--- src/rtl/cpu_bus_responder.sv ---
// Memory-side responder for the CPU load/store bus: turns one byte-addressed
// request at a time into a word-wide SRAM access with byte enables.
module cpu_bus_responder #(
  parameter int MEM_AW     = 24,
  parameter int RD_LATENCY = 1
) (
  input  logic              clk,
  input  logic              clr_n,
  input  logic              start,
  input  logic [25:0]       address,
  input  logic [1:0]        wlen,
  input  logic [31:0]       wdata,
  output logic [31:0]       rdata,
  output logic              busy,
  output logic              done,
  output logic              err,
  output logic [MEM_AW-1:0] mem_addr,
  output logic              mem_en,
  output logic              mem_we,
  output logic [3:0]        mem_be,
  output logic [31:0]       mem_wdata,
  input  logic [31:0]       mem_rdata
);

  localparam logic [1:0] S_IDLE  = 2'd0;
  localparam logic [1:0] S_ISSUE = 2'd1;
  localparam logic [1:0] S_RWAIT = 2'd2;
  localparam logic [1:0] S_DONE  = 2'd3;

  localparam logic [1:0] LAT_INIT = 2'(RD_LATENCY - 1);

  logic [1:0]        r_state;
  logic [1:0]        r_off;
  logic              r_isRead;
  logic              r_err;
  logic [1:0]        r_cnt;
  logic [31:0]       r_rdata;
  logic              r_busy;
  logic              r_done;
  logic              r_errOut;
  logic [MEM_AW-1:0] r_memAddr;
  logic              r_memEn;
  logic              r_memWe;
  logic [3:0]        r_memBe;
  logic [31:0]       r_memWdata;

  logic [1:0]        w_off;
  logic              w_isRead;
  logic              w_rangeErr;
  logic              w_alignErr;
  logic              w_err;
  logic [3:0]        w_be;
  logic [MEM_AW-1:0] w_wordAddr;
  logic [31:0]       w_laneData;
  logic [31:0]       w_rdAligned;

  assign w_off       = address[1:0];
  assign w_isRead    = (wlen == 2'b00);
  assign w_wordAddr  = address[MEM_AW+1:2];
  // Shifting out the word-address bits leaves only the must-be-zero bits; at MEM_AW=24 nothing remains.
  assign w_rangeErr  = (address >> (MEM_AW + 2)) != 26'd0;
  assign w_alignErr  = ((wlen == 2'b10) && (w_off == 2'd3)) ||
                       ((wlen == 2'b11) && (w_off != 2'd0));
  assign w_err       = w_rangeErr || w_alignErr;
  assign w_laneData  = wdata << {w_off, 3'b000};
  assign w_rdAligned = mem_rdata >> {r_off, 3'b000};

  always_comb begin
    w_be = 4'b1111;
    case (wlen)
      2'b01:   w_be = 4'b0001 << w_off;
      2'b10:   w_be = 4'b0011 << w_off;
      default: w_be = 4'b1111;
    endcase
  end

  always_ff @(posedge clk) begin
    if (!clr_n) begin
      r_state    <= S_IDLE;
      r_off      <= 2'd0;
      r_isRead   <= 1'b0;
      r_err      <= 1'b0;
      r_cnt      <= 2'd0;
      r_rdata    <= 32'd0;
      r_busy     <= 1'b0;
      r_done     <= 1'b0;
      r_errOut   <= 1'b0;
      r_memAddr  <= '0;
      r_memEn    <= 1'b0;
      r_memWe    <= 1'b0;
      r_memBe    <= 4'd0;
      r_memWdata <= 32'd0;
    end else begin
      case (r_state)
        S_IDLE: begin
          r_done   <= 1'b0;
          r_errOut <= 1'b0;
          if (start) begin
            r_off      <= w_off;
            r_isRead   <= w_isRead;
            r_err      <= w_err;
            r_busy     <= 1'b1;
            r_memAddr  <= w_wordAddr;
            r_memEn    <= !w_err;
            r_memWe    <= !w_err && !w_isRead;
            r_memBe    <= w_be;
            r_memWdata <= w_isRead ? 32'd0 : w_laneData;
            r_state    <= S_ISSUE;
          end
        end
        S_ISSUE: begin
          r_memEn <= 1'b0;
          r_memWe <= 1'b0;
          if (r_err) begin
            if (r_isRead) r_rdata <= 32'd0;
            r_done   <= 1'b1;
            r_errOut <= 1'b1;
            r_state  <= S_DONE;
          end else if (r_isRead) begin
            r_cnt   <= LAT_INIT;
            r_state <= S_RWAIT;
          end else begin
            r_done  <= 1'b1;
            r_state <= S_DONE;
          end
        end
        S_RWAIT: begin
          if (r_cnt == 2'd0) begin
            r_rdata <= w_rdAligned;
            r_done  <= 1'b1;
            r_state <= S_DONE;
          end else begin
            r_cnt <= r_cnt - 2'd1;
          end
        end
        default: begin
          r_done   <= 1'b0;
          r_errOut <= 1'b0;
          r_busy   <= 1'b0;
          r_state  <= S_IDLE;
        end
      endcase
    end
  end

  // Strobes are gated by the reset so an aborted ISSUE never reaches the SRAM.
  assign mem_en    = r_memEn && clr_n;
  assign mem_we    = r_memWe && clr_n;
  assign mem_addr  = r_memAddr;
  assign mem_be    = r_memBe;
  assign mem_wdata = r_memWdata;
  assign rdata     = r_rdata;
  assign busy      = r_busy;
  assign done      = r_done;
  assign err       = r_errOut;

endmodule

--- config.mk ---
export PLATFORM = sky130hd
export DESIGN_NAME = cpu_bus_responder
export DESIGN_NICKNAME = d
export VERILOG_FILES = /design/src/rtl/cpu_bus_responder.sv
export SDC_FILE = /design/constraint.sdc
export NUM_CORES = 1
export LEC_CHECK = 0
export ABC_AREA = 1
export CORE_ASPECT_RATIO = 0.7
export CORE_MARGIN = 1
export CORE_UTILIZATION = 29
export DETAILED_ROUTE_END_ITERATION = 8
export SETUP_SLACK_MARGIN = 0.2
export SYNTH_ARGS = -nofsm -noshare
export SYNTH_HDL_FRONTEND = slang
export SYNTH_SLANG_ARGS = --single-unit
--- constraint.sdc ---
create_clock -name clk -period 2 [get_ports clk]
set_input_delay 0.4 -clock clk [delete_from_list [all_inputs] [get_ports clk]]
set_output_delay 0.4 -clock clk [all_outputs]
set_load 0.05 [all_outputs]
==> run_results.csv, run 1 <==
group,metric,value,unit
hold_path,min-delay-path-class,"input pin to register",
logic_synthesis,synth_xor_area_frac,0,
logic_synthesis,synth.net_count,884,
routing,routed-via-count,5449,
sta,period_minus_slack,1.68,ns
global_route,grt_max_degree,33,
logic_synthesis,synthMuxAreaShare,0,
worst_setup_path,arrival,1.28,ns
global_route,grt_antenna_before_repair,3,
sta,rsz0062_at_grt,"yes",
clock_tree,htree_num_levels,3,
clock_tree,clockBufferDepth,2,
sta,setup_viol,0,
worst_setup_path,slowest_stage,"dlygate4sd2_1",
die,die_w,162,um
power_and_ir_drop,powerDensity,1130,nW/um^2
sta,hold_viol_final,0,
worst_setup_path,crit_chain,"dlygate4sd2_1",
die,core,17300,sq um
sta,worstMarginPinSlew,0.534,ns
die,die_h,114,um
placed_design,gp_congestion,0.846,
layout,multi_input_area,2530,sq um
placed_design,dp_hpwl,12600,um
worst_setup_path,crit_path_max_incr_delay,0.55,ns
die,io_pins,192,
clock_tree,cts-buffers-inserted,9,
clock_tree,root_buffer,"clkbuf_16",
layout,fill_cells,1862,
logic_synthesis,yosysWarnings,0,
worst_setup_path,path_max_fanout,2,
global_route,use_met3,0.0644,
layout,final_common_cell,"nand2_1",
clock_tree,clock_latency,0.35,ns
run_status,status,"completed",
logic_synthesis,ys_ff_latch,105,
layout,areaGrowthSynthToFinish,45.4,%
logic_synthesis,netlist_area,5160,sq um
layout,drive_gt1_frac,0.0846,
logic_synthesis,yosysSeqAreaShare,0.407,
routing,avgViaCountPerCell,4.58,
placed_design,port_buffers,191,
logic_synthesis,synth-compound-area-share,0.136,
routing,totalWireLength,16700,um
logic_synthesis,netlist_instances,779,
routing,drtPass1Iterations,5,
global_route,met1_usage,0.270,
sta,hold-worst-slack,0.447,ns
logic_synthesis,synth_cell_types,25,
global_route,grt_first_pass_wirelength,26800,um
worst_setup_path,crit_path_end_kind,"output pin",
sta,fin_crit_sh,0.838,
global_route,top_usage_layer,"met1",
global_route,overflow,0,
die,initial_core_util,0.299,
run,maxCapViolations,0,
logic_synthesis,synth_top_family_by_area,"simple AND/OR/NAND/NOR gates",
die,dieArea,18400,sq um
routing,antenna_left,0,
die,rows,40,
logic_synthesis,synthAdderAreaFrac,0.0242,
global_route,grt_pass1_vias,5045,
global_route,use_met2,0.266,
routing,drc,0,
worst_setup_path,worstPathRequired,1.60,ns
layout,seqCellArea,2100,sq um
sta,skew,0.0112,ns
worst_setup_path,critPathBufInv,1,
clock_tree,ctsHoldBuffers,0,
worst_setup_path,cp-start-kind,"register",
routing,first_iter_violations,404,
worst_setup_path,critical_path_class,"register to output pin",
sta,tns,0,ns
worst_setup_path,cp_top_family,"buffers and inverters",
logic_synthesis,synth-simple-area-share,0.329,
sta,drv_slew,0,
power_and_ir_drop,p_leak,3.53,nW
clock_tree,cts_sinks,105,
clock_tree,clkTransAtPathRegs,0.08,ns
layout,final_cell_mix,"nand2_1, dfxtp_1, clkdlybuf4s50_1",
layout,fin_nets,1058,
power_and_ir_drop,vdd_ir_drop_max,0.000431,V
logic_synthesis,avgSynthCellArea,6.63,sq um
clock_tree,cts_tree,"done",
global_route,grt.total_usage,0.187,
sta,maxSlewHeadroom,0.646,
routing,wl_per_cell,14.0,um
sta,max_freq,596,MHz
==> registers in the layout, summed over array words and instances (netlist names), 2 cells and up <==
| name | cells |
|---|---|
| mem_be | 4 |
| rdata | 32 |
| r_state | 2 |
| mem_wdata | 32 |
| mem_addr | 24 |
| r_cnt | 2 |
| r_off | 2 |
==> metrics by stage <==
stage | cells | power (mW) | worst slack, ns | util | area (sq um)
after floorplan | 779 | 5.59 | 0.434 | - | 5160
after global placement | 1173 | 6.91 | 0.127 | 0.422 | 7280
after detailed placement | 1173 | 6.93 | 0.0567 | 0.422 | 7280
after CTS | 1189 | 8.56 | 0.208 | 0.434 | 7490
after global routing | 1189 | 9.09 | 0.154 | 0.435 | 7510
final | 1190 | 8.49 | 0.323 | 0.435 | 7510
==> cell families (layout without fill, tap and decap cells) <==
group                    after synthesis  in the layout
flip-flops                           105            105
other                                  0              1
adder cells (fa/ha/maj)               10             10
buffers and inverters                119            298
AO/OA/AOI/OAI                        131            131
AND/OR/NAND/NOR                      414            414
==> per-layer routing <==
metal,vias up,share of wire
li1,2837,-
met2,157,0.41
met4,2,0.0069
met1,2442,0.50
met5,-,0.00078
met3,11,0.083
==> layout make-up <==
cell class	instances	area share
multi-input combinational	555	0.337
antenna	1	0.000333
clock inverter	5	0.00616
inverter	67	0.0345
clock buffer	11	0.0337
sequential	105	0.280
tap	231	0.0385
timing repair buffer	215	0.270
==> where the power goes <==
group          total [mW]  switching, mW  internal, mW
logic                4.06           2.79          1.27
registers            2.66          0.194          2.46
clock network        1.77          0.840         0.934
total                8.49           3.82          4.67
==> cells in the mapped netlist <==
master,number,area share
a31o_2,1,0.0017
o21ai_0,41,0.040
nand3_1,80,0.078
nor2_4,2,0.0044
o211ai_1,9,0.013
o221a_2,1,0.0022
nor3_1,8,0.0078
inv_6,1,0.0017
inv_1,62,0.045
buf_6,3,0.0065
nor3_4,1,0.0032
a211oi_1,2,0.0029
o21bai_1,1,0.0015
clkbuf_1,17,0.012
nand2_1,244,0.18
a21oi_1,74,0.072
a21oi_2,2,0.0034
buf_1,1,0.00073
buf_4,8,0.012
buf_2,23,0.022
ha_1,10,0.024
inv_2,4,0.0029
nand2_2,4,0.0048
nor2_1,75,0.055
dfxtp_1,105,0.41
==> timing repair <==
item,in CTS,in global routing
endpoints found under the setup margin,72,74
buffers inserted,0,0
resized for setup,72,5
==> worst min-delay path, stage by stage <==
cell and delay (ns):
dlymetal6s2s_1 0.20, o21ai_0 0.11, a21oi_1 0.04
==> worst paths after layout <==
| check | to | cells after the start | from | slack (ns) |
|---|---|---|---|---|
| worst min-delay path | r_off[1]$_SDFFE_PN0P_ | 3 | clr_n | 0.45 |
| worst min register to register | done$_SDFFE_PN0P_ | 2 | done$_SDFFE_PN0P_ | 0.46 |
| worst max-delay path | mem_wdata[28] | 1 | mem_wdata[28]$_SDFFE_PN0P_ | 0.32 |
| worst max register to register | rdata[14]$_SDFFE_PN0P_ | 9 | r_state[0]$_SDFFE_PN0P_ | 0.32 |
Note: power is estimated with default switching activity, not from simulation.
==> inputs of run 2 (changes only) <==
==> constraint.sdc (replaced) <==
create_clock -name clk -period 1.5 [get_ports clk]
set_input_delay 0.3 -clock clk [delete_from_list [all_inputs] [get_ports clk]]
set_output_delay 0.3 -clock clk [all_outputs]
set_load 0.05 [all_outputs]
==> run 2 against run 1 <==
  * The flow now finishes with violations (negative setup slack)
  * Critical path depth increased by 9
  * Clock power increased by 29%
  * Worst hold slack gained 0.045 ns
  * Die area unchanged
  * Combinational power increased by 91%
  * Non-clock buffer count up 33
  * Sequential power grew 43%
  * Largest cell class is now non-clock buffers
  * Largest power group unchanged
==> run_results.csv, run 2 (same netlist as run 1, synthesis figures left out) <==
group,metric,value,unit
sta,period_minus_slack,1.52,ns
routing,first_iter_violations,424,
die,io_pins,192,
clock_tree,htree_num_levels,3,
worst_setup_path,critPathCapture,"rdata[4]$_SDFFE_PN0P_",
routing,drtPass1Iterations,7,
die,dieArea,18400,sq um
die,die_h,114,um
routing,avgViaCountPerCell,4.62,
layout,final_common_cell,"nand2_1",
routing,totalWireLength,17700,um
worst_setup_path,worstPathRequired,1.79,ns
sta,max_freq,659,MHz
die,die_w,162,um
power_and_ir_drop,p_clk_frac,0.165,
routing,routed-via-count,5654,
clock_tree,clock_latency,0.35,ns
power_and_ir_drop,power.switching,5.84,mW
placed_design,gp_congestion,0.856,
layout,final_cell_mix,"nand2_1, buf_12, dfxtp_1",
worst_setup_path,path_max_fanout,6,
power_and_ir_drop,power_frac_seq,0.275,
power_and_ir_drop,vdd_ir_drop_max,0.000660,V
clock_tree,cts_tree,"done",
worst_setup_path,r2r_cells,10,
routing,antenna_left,0,
layout,fill_cells,1617,
global_route,grt_antenna_before_repair,1,
power_and_ir_drop,swShare,0.422,
worst_setup_path,rrSetupSlack,-0.02,ns
sta,skew,0.00580,ns
routing,drc,0,
run_status,status,"finished, violations left",
worst_setup_path,reg2reg_to,"rdata[4]$_SDFFE_PN0P_",
global_route,grt.total_usage,0.196,
global_route,overflow,0,
global_route,grt_max_degree,33,
layout,finalNonFillerCells,1224,
sta,setup_viol,7,
placed_design,dp_hpwl,12800,um
sta,worst_slack,-0.0164,ns
sta,hold_viol_final,0,
power_and_ir_drop,p_comb_frac,0.560,
sta,hold-worst-slack,0.492,ns
die,rows,40,
placed_design,placed_cells,1196,
worst_setup_path,r2r_start,"r_state[1]$_SDFFE_PN0P_",
sta,drv_slew,0,
worst_setup_path,cp-start-kind,"register",
sta,tns,-0.0530,ns
layout,fin_nets,1092,
die,initial_core_util,0.299,
clock_tree,root_buffer,"clkbuf_16",
sta,worstMarginPinSlew,0.329,ns
power_and_ir_drop,intPower,7.99,mW
sta,rsz0062_at_grt,"yes",
power_and_ir_drop,p_leak,3.84,nW
layout,drive_gt1_frac,0.240,
sta,maxSlewHeadroom,0.780,
die,core,17300,sq um
hold_path,min-delay-path-class,"register to register",
routing,wl_per_cell,14.5,um
global_route,grt_first_pass_wirelength,28000,um
worst_setup_path,crit_path_end_kind,"register",
worst_setup_path,critical_path_class,"register to register",
power_and_ir_drop,powerDensity,1500,nW/um^2
worst_setup_path,crit_path_start,"r_state[1]$_SDFFE_PN0P_",
clock_tree,cts-buffers-inserted,9,
run,maxCapViolations,0,
clock_tree,clockBufferDepth,2,
clock_tree,cts_sinks,105,
worst_setup_path,arrival,1.81,ns
clock_tree,clkTransAtPathRegs,0.08,ns
run_status,violations,"negative setup slack",
placed_design,port_buffers,191,
layout,areaGrowthSynthToFinish,78.1,%
global_route,grt_pass1_vias,5248,
sta,fin_crit_sh,1.01,
[run 2: changes by cell type in the layout (fill, tap and decap cells not counted), moves of 7 or more]
cell,delta
nand2_1,-11
a21oi_2,+13
inv_1,-7
dlygate4sd2_1,-71
a21oi_1,-13
nand2_2,+9
o21ai_1,+11
buf_12,+102
o21ai_0,-12
nand3_1,-8
[run 2: how the worst min path moves through the flow]
stage	start	end	slack (ns)	depth (start not counted)
2_1_floorplan	r_memEn$_SDFFE_PN0P_	r_memEn$_SDFFE_PN0P_	0.46	2
3_3_place_gp	done$_SDFFE_PN0P_	done$_SDFFE_PN0P_	0.47	2
3_5_place_dp	done$_SDFFE_PN0P_	done$_SDFFE_PN0P_	0.48	2
4_1_cts	done$_SDFFE_PN0P_	done$_SDFFE_PN0P_	0.49	2
5_1_grt	rdata[12]$_SDFFE_PN0P_	rdata[12]$_SDFFE_PN0P_	0.52	2
6_report	done$_SDFFE_PN0P_	done$_SDFFE_PN0P_	0.49	2
[run 2: what timing repair did]
item / CTS / global route
hold buffers: 0 / 0
pin swaps: 2 / 31
endpoints found under the setup margin: 102 / 103
gates resized for setup: 38 / 47
buffers inserted: 5 / 3
cloned: 2 / 1
[run 2: cell type report]
class                           instances  area, sq um  area share
Multi-Input combinational cell        556         2740       0.298
Inverter                               67          272      0.0295
Tap cell                              231          289      0.0314
Clock buffer                            9          225      0.0245
Sequential cell                       105         2110       0.230
Clock inverter                          7         55.1     0.00598
Timing Repair Buffer                  248         3500       0.380
Antenna cell                            1         2.50    0.000272
[run 2: worst max-delay path: stages, from the launching register on]
cell and delay (ns):
dfxtp_4 0.36, inv_4 0.08, ha_4 0.16, inv_2 0.05, nand2_2 0.06, nand2_2 0.06, nor2_4 0.20, buf_12 0.16
clkbuf_16 0.14, nand3_2 0.08, a21oi_2 0.11
[run 2: power by group through the flow]
stage                     clock network, mW  logic (mW)  registers [mW]
after detailed placement                  0        6.77            3.84
after global routing                   2.49        8.26            3.88
after CTS                              2.36        7.33            3.80
after global placement                    0        6.71            3.84
final                                  2.28        7.74            3.81
after floorplan                           0        2.64            4.98
[run 2: through the flow]
step                instance area [sq um]  setup WS, ns  total power, mW  utilization
finish                               9200       -0.0164             13.8        0.533
global route                         9200       -0.0894             14.6        0.533
CTS                                  9000      -0.00415             13.5        0.521
detailed placement                   8530        -0.350             10.6        0.494
global placement                     8530        -0.277             10.6        0.494
floorplan                            5230        0.0750             7.62            -
[run 2: layer usage]
layer / global-route usage / up-vias / routed length (um)
li1: - / 2903 / -
met1: 0.268 / 2545 / 8210
met2: 0.289 / 190 / 7660
met3: 0.0691 / 16 / 1550
met4: 0.0572 / 0 / 274
met5: 0 / - / 0
